## config.mk

```make
export PLATFORM = sky130hd
export DESIGN_NAME = pipe_stage_skid_flat
export DESIGN_NICKNAME = d
export VERILOG_FILES = /design/src/rtl/pipe_stage_skid_if.sv /design/src/rtl/pipe_stage_skid.sv /design/src/flat_wrapper.sv
export SDC_FILE = /design/constraint.sdc
export NUM_CORES = 1
export LEC_CHECK = 0
export BUFFER_PORTS_ARGS = -buffer_cell sky130_fd_sc_hd__buf_4
export CAP_MARGIN = 20
export CELL_PAD_IN_SITES_DETAIL_PLACEMENT = 1
export CELL_PAD_IN_SITES_GLOBAL_PLACEMENT = 1
export CORE_MARGIN = 2
export CORE_UTILIZATION = 45
export CTS_CLUSTER_DIAMETER = 40
export DETAILED_ROUTE_END_ITERATION = 6
export HOLD_SLACK_MARGIN = 0.05
export PLACE_DENSITY = 0.87
export SLEW_MARGIN = 20
export SYNTH_ARGS = -nofsm -noshare
export SYNTH_HDL_FRONTEND = slang
export SYNTH_SLANG_ARGS = --single-unit
```

## constraint.sdc

```tcl
create_clock -name clk -period 3.8 [get_ports clk]
set_input_delay 0.76 -clock clk [delete_from_list [all_inputs] [get_ports clk]]
set_output_delay 0.76 -clock clk [all_outputs]
set_load 0.005 [all_outputs]
```

## src/rtl/pipe_stage_skid_if.sv

```systemverilog
`default_nettype none
// ============================================================================
//  Module   : pipe_stage_skid_if
//  Purpose  : valid/ready handshake bundle (payload + control bits) used on
//             both sides of pipe_stage_skid.
//  Revision : 1.0  initial release
// ============================================================================
interface pipe_stage_skid_if #(
   parameter int DATA_W = 32,
   parameter int CTRL_W = 12
);
   logic              valid;
   logic              ready;
   logic [DATA_W-1:0] data;
   logic [CTRL_W-1:0] ctrl;

   // Producer side drives the item, consumer side answers with ready.
   modport master (output valid, output data, output ctrl, input  ready);
   modport slave  (input  valid, input  data, input  ctrl, output ready);
endinterface
`default_nettype wire

```

## src/rtl/pipe_stage_skid.sv

```systemverilog
`default_nettype none
// ============================================================================
//  Module   : pipe_stage_skid
//  Purpose  : Parametrised pipeline stage register with valid/ready handshake,
//             hold, flush, optional 2-entry skid buffer (registered in_ready),
//             occupancy output and saturating stall counter.
//  Revision : 1.0  initial release
// ============================================================================
module pipe_stage_skid #(
   parameter int DATA_W  = 32,
   parameter int CTRL_W  = 12,
   parameter int SKID_EN = 1,
   parameter int CNT_W   = 16
) (
   input  wire               clk,
   input  wire               rst_n,
   input  wire               flush,
   input  wire               hold,
   input  wire               stat_clr,
   pipe_stage_skid_if.slave  up,
   pipe_stage_skid_if.master dn,
   output logic [1:0]        occupancy,
   output logic [CNT_W-1:0]  stall_cnt
);

   // Entry state: M is the head (visible on dn), S is the skid slot.
   logic              r_m_v;
   logic              r_s_v;
   logic [DATA_W-1:0] r_m_data;
   logic [CTRL_W-1:0] r_m_ctrl;
   logic [DATA_W-1:0] r_s_data;
   logic [CTRL_W-1:0] r_s_ctrl;
   logic [CNT_W-1:0]  r_stall_cnt;

   logic              w_out_valid;
   logic              w_out_fire;
   logic              w_in_ready;
   logic              w_in_fire;
   logic              w_m_v_nxt;
   logic              w_s_v_nxt;
   logic              w_m_load;
   logic              w_m_from_s;
   logic              w_s_load;

   assign w_out_valid = r_m_v & ~hold;
   assign w_out_fire  = w_out_valid & dn.ready;
   assign w_in_fire   = up.valid & w_in_ready & ~flush;

   // With the skid slot, in_ready comes straight from a flop so that the
   // downstream ready never ripples back upstream in the same cycle.
   generate
      if (SKID_EN != 0) begin : g_skid_ready
         assign w_in_ready = ~r_s_v;
      end else begin : g_single_ready
         assign w_in_ready = ~r_m_v | (dn.ready & ~hold);
      end
   endgenerate

   // Next-state and load-enable decode for the M/S entries.
   always_comb begin
      w_m_v_nxt  = r_m_v;
      w_s_v_nxt  = r_s_v;
      w_m_load   = 1'b0;
      w_m_from_s = 1'b0;
      w_s_load   = 1'b0;
      if (flush) begin
         // A same-cycle out_fire is already delivered; everything else drops.
         w_m_v_nxt = 1'b0;
         w_s_v_nxt = 1'b0;
      end else if (r_s_v) begin
         if (w_out_fire) begin
            w_m_from_s = 1'b1;
            w_s_v_nxt  = 1'b0;
         end
      end else if (r_m_v) begin
         if (w_in_fire && w_out_fire) begin
            w_m_load = 1'b1;
         end else if (w_in_fire && (SKID_EN != 0)) begin
            w_s_load  = 1'b1;
            w_s_v_nxt = 1'b1;
         end else if (w_out_fire) begin
            w_m_v_nxt = 1'b0;
         end
      end else if (w_in_fire) begin
         w_m_load  = 1'b1;
         w_m_v_nxt = 1'b1;
      end
   end

   // Valid bits.
   always_ff @(posedge clk or negedge rst_n) begin
      if (!rst_n) begin
         r_m_v <= 1'b0;
         r_s_v <= 1'b0;
      end else begin
         r_m_v <= w_m_v_nxt;
         r_s_v <= w_s_v_nxt;
      end
   end

   // M payload loads only from the input or from S; otherwise it holds.
   always_ff @(posedge clk or negedge rst_n) begin
      if (!rst_n) begin
         r_m_data <= '0;
         r_m_ctrl <= '0;
      end else if (w_m_load) begin
         r_m_data <= up.data;
         r_m_ctrl <= up.ctrl;
      end else if (w_m_from_s) begin
         r_m_data <= r_s_data;
         r_m_ctrl <= r_s_ctrl;
      end
   end

   // S payload loads only when an item arrives while M is stuck.
   always_ff @(posedge clk or negedge rst_n) begin
      if (!rst_n) begin
         r_s_data <= '0;
         r_s_ctrl <= '0;
      end else if (w_s_load) begin
         r_s_data <= up.data;
         r_s_ctrl <= up.ctrl;
      end
   end

   // Saturating count of cycles where M holds an item that is not consumed.
   always_ff @(posedge clk or negedge rst_n) begin
      if (!rst_n) begin
         r_stall_cnt <= '0;
      end else if (stat_clr) begin
         r_stall_cnt <= '0;
      end else if (r_m_v && !w_out_fire && !(&r_stall_cnt)) begin
         r_stall_cnt <= r_stall_cnt + 1'b1;
      end
   end

   assign up.ready  = w_in_ready;
   assign dn.valid  = w_out_valid;
   assign dn.data   = r_m_data;
   assign dn.ctrl   = r_m_ctrl & {CTRL_W{w_out_valid}};
   assign occupancy = {1'b0, r_m_v} + {1'b0, r_s_v};
   assign stall_cnt = r_stall_cnt;

endmodule
`default_nettype wire
```

## src/flat_wrapper.sv

```systemverilog
// flat-port wrapper written by rule: the top's interface ports become plain ports
module pipe_stage_skid_flat 
#(
   parameter int DATA_W  = 32,
   parameter int CTRL_W  = 12,
   parameter int SKID_EN = 1,
   parameter int CNT_W   = 16
)
  (clk, rst_n, flush, hold, stat_clr, occupancy, stall_cnt, up_valid, up_data, up_ctrl, up_ready, dn_valid, dn_data, dn_ctrl, dn_ready);
  pipe_stage_skid_if #(.DATA_W(DATA_W), .CTRL_W(CTRL_W)) up_i ();
  pipe_stage_skid_if #(.DATA_W(DATA_W), .CTRL_W(CTRL_W)) dn_i ();
  input  wire clk;
  input  wire rst_n;
  input  wire flush;
  input  wire hold;
  input  wire stat_clr;
  output logic [1:0] occupancy;
  output logic [CNT_W-1:0] stall_cnt;
  input wire logic [$bits(up_i.valid)-1:0] up_valid;
  input wire logic [$bits(up_i.data)-1:0] up_data;
  input wire logic [$bits(up_i.ctrl)-1:0] up_ctrl;
  output wire logic [$bits(up_i.ready)-1:0] up_ready;
  output wire logic [$bits(dn_i.valid)-1:0] dn_valid;
  output wire logic [$bits(dn_i.data)-1:0] dn_data;
  output wire logic [$bits(dn_i.ctrl)-1:0] dn_ctrl;
  input wire logic [$bits(dn_i.ready)-1:0] dn_ready;
  assign up_i.valid = up_valid;
  assign up_i.data = up_data;
  assign up_i.ctrl = up_ctrl;
  assign up_ready = up_i.ready;
  assign dn_valid = dn_i.valid;
  assign dn_data = dn_i.data;
  assign dn_ctrl = dn_i.ctrl;
  assign dn_i.ready = dn_ready;
  pipe_stage_skid #(.DATA_W(DATA_W), .CTRL_W(CTRL_W), .SKID_EN(SKID_EN), .CNT_W(CNT_W)) u_core (.clk(clk), .rst_n(rst_n), .flush(flush), .hold(hold), .stat_clr(stat_clr), .up(up_i), .dn(dn_i), .occupancy(occupancy), .stall_cnt(stall_cnt));
endmodule
```

After elaboration in Yosys (flattened, before gate mapping):

Index checks and enable logic that the tools add are counted.

* input bits: 51
* word-level logic and storage cells: 52
* register bits after elaboration: 106
* output and inout bits: 64

* equality and inequality tests: 1
* multiplexer cells: 26
* reductions and logical operators: 8
* bitwise gates (word level): 8
* add/subtract/negate cells: 2

Operators with widths (number)
* 32-bit two-way mux: 2
* 16-bit two-way mux: 2
* 12-bit two-way mux: 2
* 1-bit two-way mux: 20
* 16-bit by 1-bit adder with 16-bit output, second input constant: 1
* 16-bit AND reduction: 1
* 12-bit AND: 1
* 1-bit AND: 4
* 2-bit nonzero test: 2
* 1-bit logical AND: 3
* 1-bit inverter: 3
* 1-bit by 1-bit adder with 2-bit output: 1
* 1-bit zero test: 2
* 2-bit != test, second input constant: 1

Longest topological paths before layout:

* depth in word-level cells: 9
* depth in mapped cells: 7
* mapped depth without buffers: 5

Worst setup path before layout:

Ideal clock, no wire load.

* path kind: input -> output
* start point: in hold
* end point: out dn_ctrl[10]
* buffers on the path: 1
* data required time: 3.040 ns
* stages on the path: 3
* path slack: 1.659 ns
* arrival: 1.381 ns
* cells stage by stage: and2b_1 -> clkbuf_1 -> and2_1

* cells in the longest elaborated chain, start to end: 3

RTL lines
* start: declaration: RTL line flat_wrapper.sv:15 `input wire hold;`
* 1-bit inverter: RTL line pipe_stage_skid.sv:45 `assign w_out_valid = r_m_v & ~hold;`
* 1-bit AND: RTL line pipe_stage_skid.sv:45
* net dn_valid: RTL line flat_wrapper.sv:23 `output wire logic [$bits(dn_i.valid)-1:0] dn_valid;`
* 12-bit AND: RTL line pipe_stage_skid.sv:140 `assign dn.ctrl = r_m_ctrl & {CTRL_W{w_out_valid}};`
* end: declaration: RTL line flat_wrapper.sv:25 `output wire logic [$bits(dn_i.ctrl)-1:0] dn_ctrl;`

The timed path passes the listed nets, and every way through them passes these cells.

Worst setup path after layout:

* start point: reg u_core.r_m_v
* end point: out dn_ctrl[6]

* cells in the longest elaborated chain, start to end: 2

RTL lines
* start: declaration: RTL line pipe_stage_skid.sv:27 `logic r_m_v;`
* start signal: assignment: RTL line pipe_stage_skid.sv:96 `r_m_v <= w_m_v_nxt;`
* 1-bit AND: RTL line pipe_stage_skid.sv:45
* 12-bit AND: RTL line pipe_stage_skid.sv:140

Every way passes these cells.

==> out/qor.yml <==
run_status:
  status: "finished clean"
drt:
  vias: 3653
  wl_per_cell_um: 18.51
  first_pass_iters: 4
  drtAntennaViolNets: 0
  wirelength_um: 12270
  viasPerCell: 5.510
  drc: 0
  drtIter0Drc: 87
timing:
  worst_pin_slew_ps: 838.7
  min_period_over_period: 0.6836
  max_freq_mhz: 385.0
  relSlewSlack: 0.4409
  hold_viol_final: 0
  setup_viol: 0
  setup_tns_ps: 0
  fin_worst_skew_ps: 9.395
  timing.final.crit_period_ps: 2598
  timing.hold.ws_ps: 477.0
  rsz0062_at_grt: "no"
  slew_violations: 0
worst_setup_path:
  cp_slowest_cell: "dfrtp_1"
  slowest_delay_ps: 570
  crit_type: "register to output port"
  required_ps: 3040
  crit_path_start_kind: "register"
  arrival_ps: 1840
  cp_max_fo: 15
  setup.worst_path.end_class: "output port"
  crit_chain: "and2b_1, and2_1, buf_4"
global_route:
  use_met1: 0.2533
  met3_usage: 0.05630
  grt_max_degree: 68
  antenna_found_initial: 0
  grt_overflow_total: 0
  track_usage: 0.2216
  busiest_layer: "met2"
  met2_usage: 0.4061
  grt_pass1_vias: 3971
  grt_pass1_wl_um: 19790
cells_and_area:
  diodes: 0
  final_nets: 576
  register_area_um2: 2653
  multi_input_area_um2: 2054
  drive_gt1_frac: 0.2903
  fill_cells: 1155
  area_growth_pct: 23.70
placement:
  io_buffers: 114
  gp_congestion: 0.8188
  hpwl_um: 8685
floorplanning:
  start_util: 0.4674
  die-area_um2: 11620
  io_pins: 115
  core-area_um2: 10370
  fp-row-count: 37
  die_w_um: 107.8
  fp.dieH_um: 107.8
yosys:
  synth_common_cells: "106 x dfrtp_1, 52 x nand2_1, 44 x mux2i_1"
  synth-seq-cells: 106
  synthFlopType: "dfrtp_1"
  syn_area_um2: 4847
  synth_top_area_cell: "dfrtp_1"
  synth_area_leaders: "dfrtp_1 55%, mux2_1 9.5%, mux2i_1 9.1%"
  yosys_warnings: 0
  synth.yosys.seq_area_share: 0.5472
  synth_enable_flop_cells: 0
  synth.most_common_cell: "dfrtp_1"
  synth.top_cell.area_share: 0.5472
  synthCells: 417
  syn-num-nets: 470
  synth_area_per_cell_um2: 11.62
  synthDistinctLibCells: 44
  ys_async_sr_fraction: 1.000
clock_tree:
  clkLatencyLatePin_ps: 370
  cts-resized-gates: 0
  cts_buffers: 9
  cts_setup_buffers: 0
  cts.sinks: 106
  tritoncts: "yes"
  cts_buffer_depth: 2
  ctsHoldBuffers: 0
  cts_root_buf: "clkbuf_8"
  clk_pin_slew_ps: 100
  htree_num_levels: 3
power_and_ir_drop:
  power.leakage_nw: 2.635
  peakVddDrop_uv: 241.8
  power_density_nw_per_um2: 432.8
job:
  cap_violations: 0
min_path:
  hp-class: "input pin to async pin"
==> state kept, by name, summed over array words and instances, names as in the netlist <==
name and cells:
u_core.r_s_data 32, u_core.dn.data 32, u_core.r_s_v 1, u_core.r_s_ctrl 12, u_core.stall_cnt 16, u_core.r_m_v 1
u_core.r_m_ctrl 12
==> per-stage QoR <==
step                power, mW  instance area [µm²]    util  std cells  setup WS (ps)
finish                  2.595                 5996  0.5782        663           1202
global route            2.739                 5996  0.5782        663           1044
CTS                     2.634                 5992  0.5778        663           1164
detailed placement      1.953                 5803  0.5596        648          800.4
global placement        1.896                 5803  0.5596        648          918.8
floorplan               1.676                 4847       -        417           1659
==> per-layer routing <==
metal / up-vias / routed length [µm]
met5: - / 0
met2: 83 / 6580
met1: 1870 / 4954
li1: 1686 / -
met4: 0 / 181
met3: 14 / 554
==> cells in the final DEF (no fill, tap or decap), types with 2 or more instances in the layout <==
cell type | netlist | routed
mux2i_1 | 44 | 44
nor4_1 | 2 | 2
buf_12 | 0 | 2
a31oi_1 | 2 | 2
mux2_2 | 6 | 6
nor2b_1 | 4 | 4
o21ai_1 | 36 | 36
nor3_1 | 5 | 5
nor4b_1 | 2 | 2
clkinv_2 | 0 | 2
mux2_1 | 41 | 41
ha_1 | 2 | 2
nand4_1 | 3 | 3
or3_1 | 6 | 5
o21ai_0 | 16 | 16
clkbuf_8 | 0 | 13
buf_4 | 5 | 118
and3_2 | 3 | 3
and2_1 | 14 | 14
dfrtp_1 | 106 | 106
nand2_1 | 52 | 52
a21oi_1 | 12 | 12
and3_1 | 2 | 2
o31ai_1 | 4 | 4
nor2_1 | 4 | 4
nand3_1 | 7 | 7
or4_1 | 3 | 3
==> power by group <==
| part | leakage [nW] | internal [mW] | total, mW | switching (mW) |
|---|---|---|---|---|
| clock network | 0.101 | 0.305 | 0.676 | 0.371 |
| logic | 1.21 | 0.258 | 0.454 | 0.196 |
| registers | 1.33 | 1.34 | 1.47 | 0.125 |
==> critical path, delay by kind of cell, from the launching register on <==
kind	cells	cell delay, ps
flops	1	570
buf+inv	1	120
simple gates	2	770
==> final timing paths <==
kind | from | slack [ps] | cells past startpoint | endpoint
worst max-delay path | u_core.r_m_v | 1200 | 3 | dn_ctrl[6]
worst min register to register | u_core.r_s_data[20] | 500 | 1 | u_core.r_s_data[20]
worst min-delay path | rst_n | 480 | 1 | u_core.r_s_ctrl[4]
min in group clk | u_core.r_s_data[20] | 500 | 1 | u_core.r_s_data[20]
worst max register to register | u_core.r_m_v | 1210 | 5 | u_core.r_m_ctrl[5]
max in group asynchronous | rst_n | 2470 | 2 | u_core.r_s_data[15]
==> logic make-up after synthesis <==
logic type	share of synthesized area
adders and majority gates	0.005162
buffers and inverters	0.03175
muxes	0.2000
and+or+nand+nor	0.1335
DFF	0.5472
AOI/OAI and AO/OA	0.08235
==> area by class of cell <==
| cell class | count | area share |
|---|---|---|
| Timing Repair Buffer | 120 | 0.1544 |
| Multi-Input combinational cell | 285 | 0.3427 |
| Tap cell | 136 | 0.02838 |
| Clock inverter | 2 | 0.001669 |
| Inverter | 1 | 0.0006260 |
| Sequential cell | 106 | 0.4424 |
| Clock buffer | 13 | 0.02984 |
No activity file was read; power rests on OpenSTA's default activity.
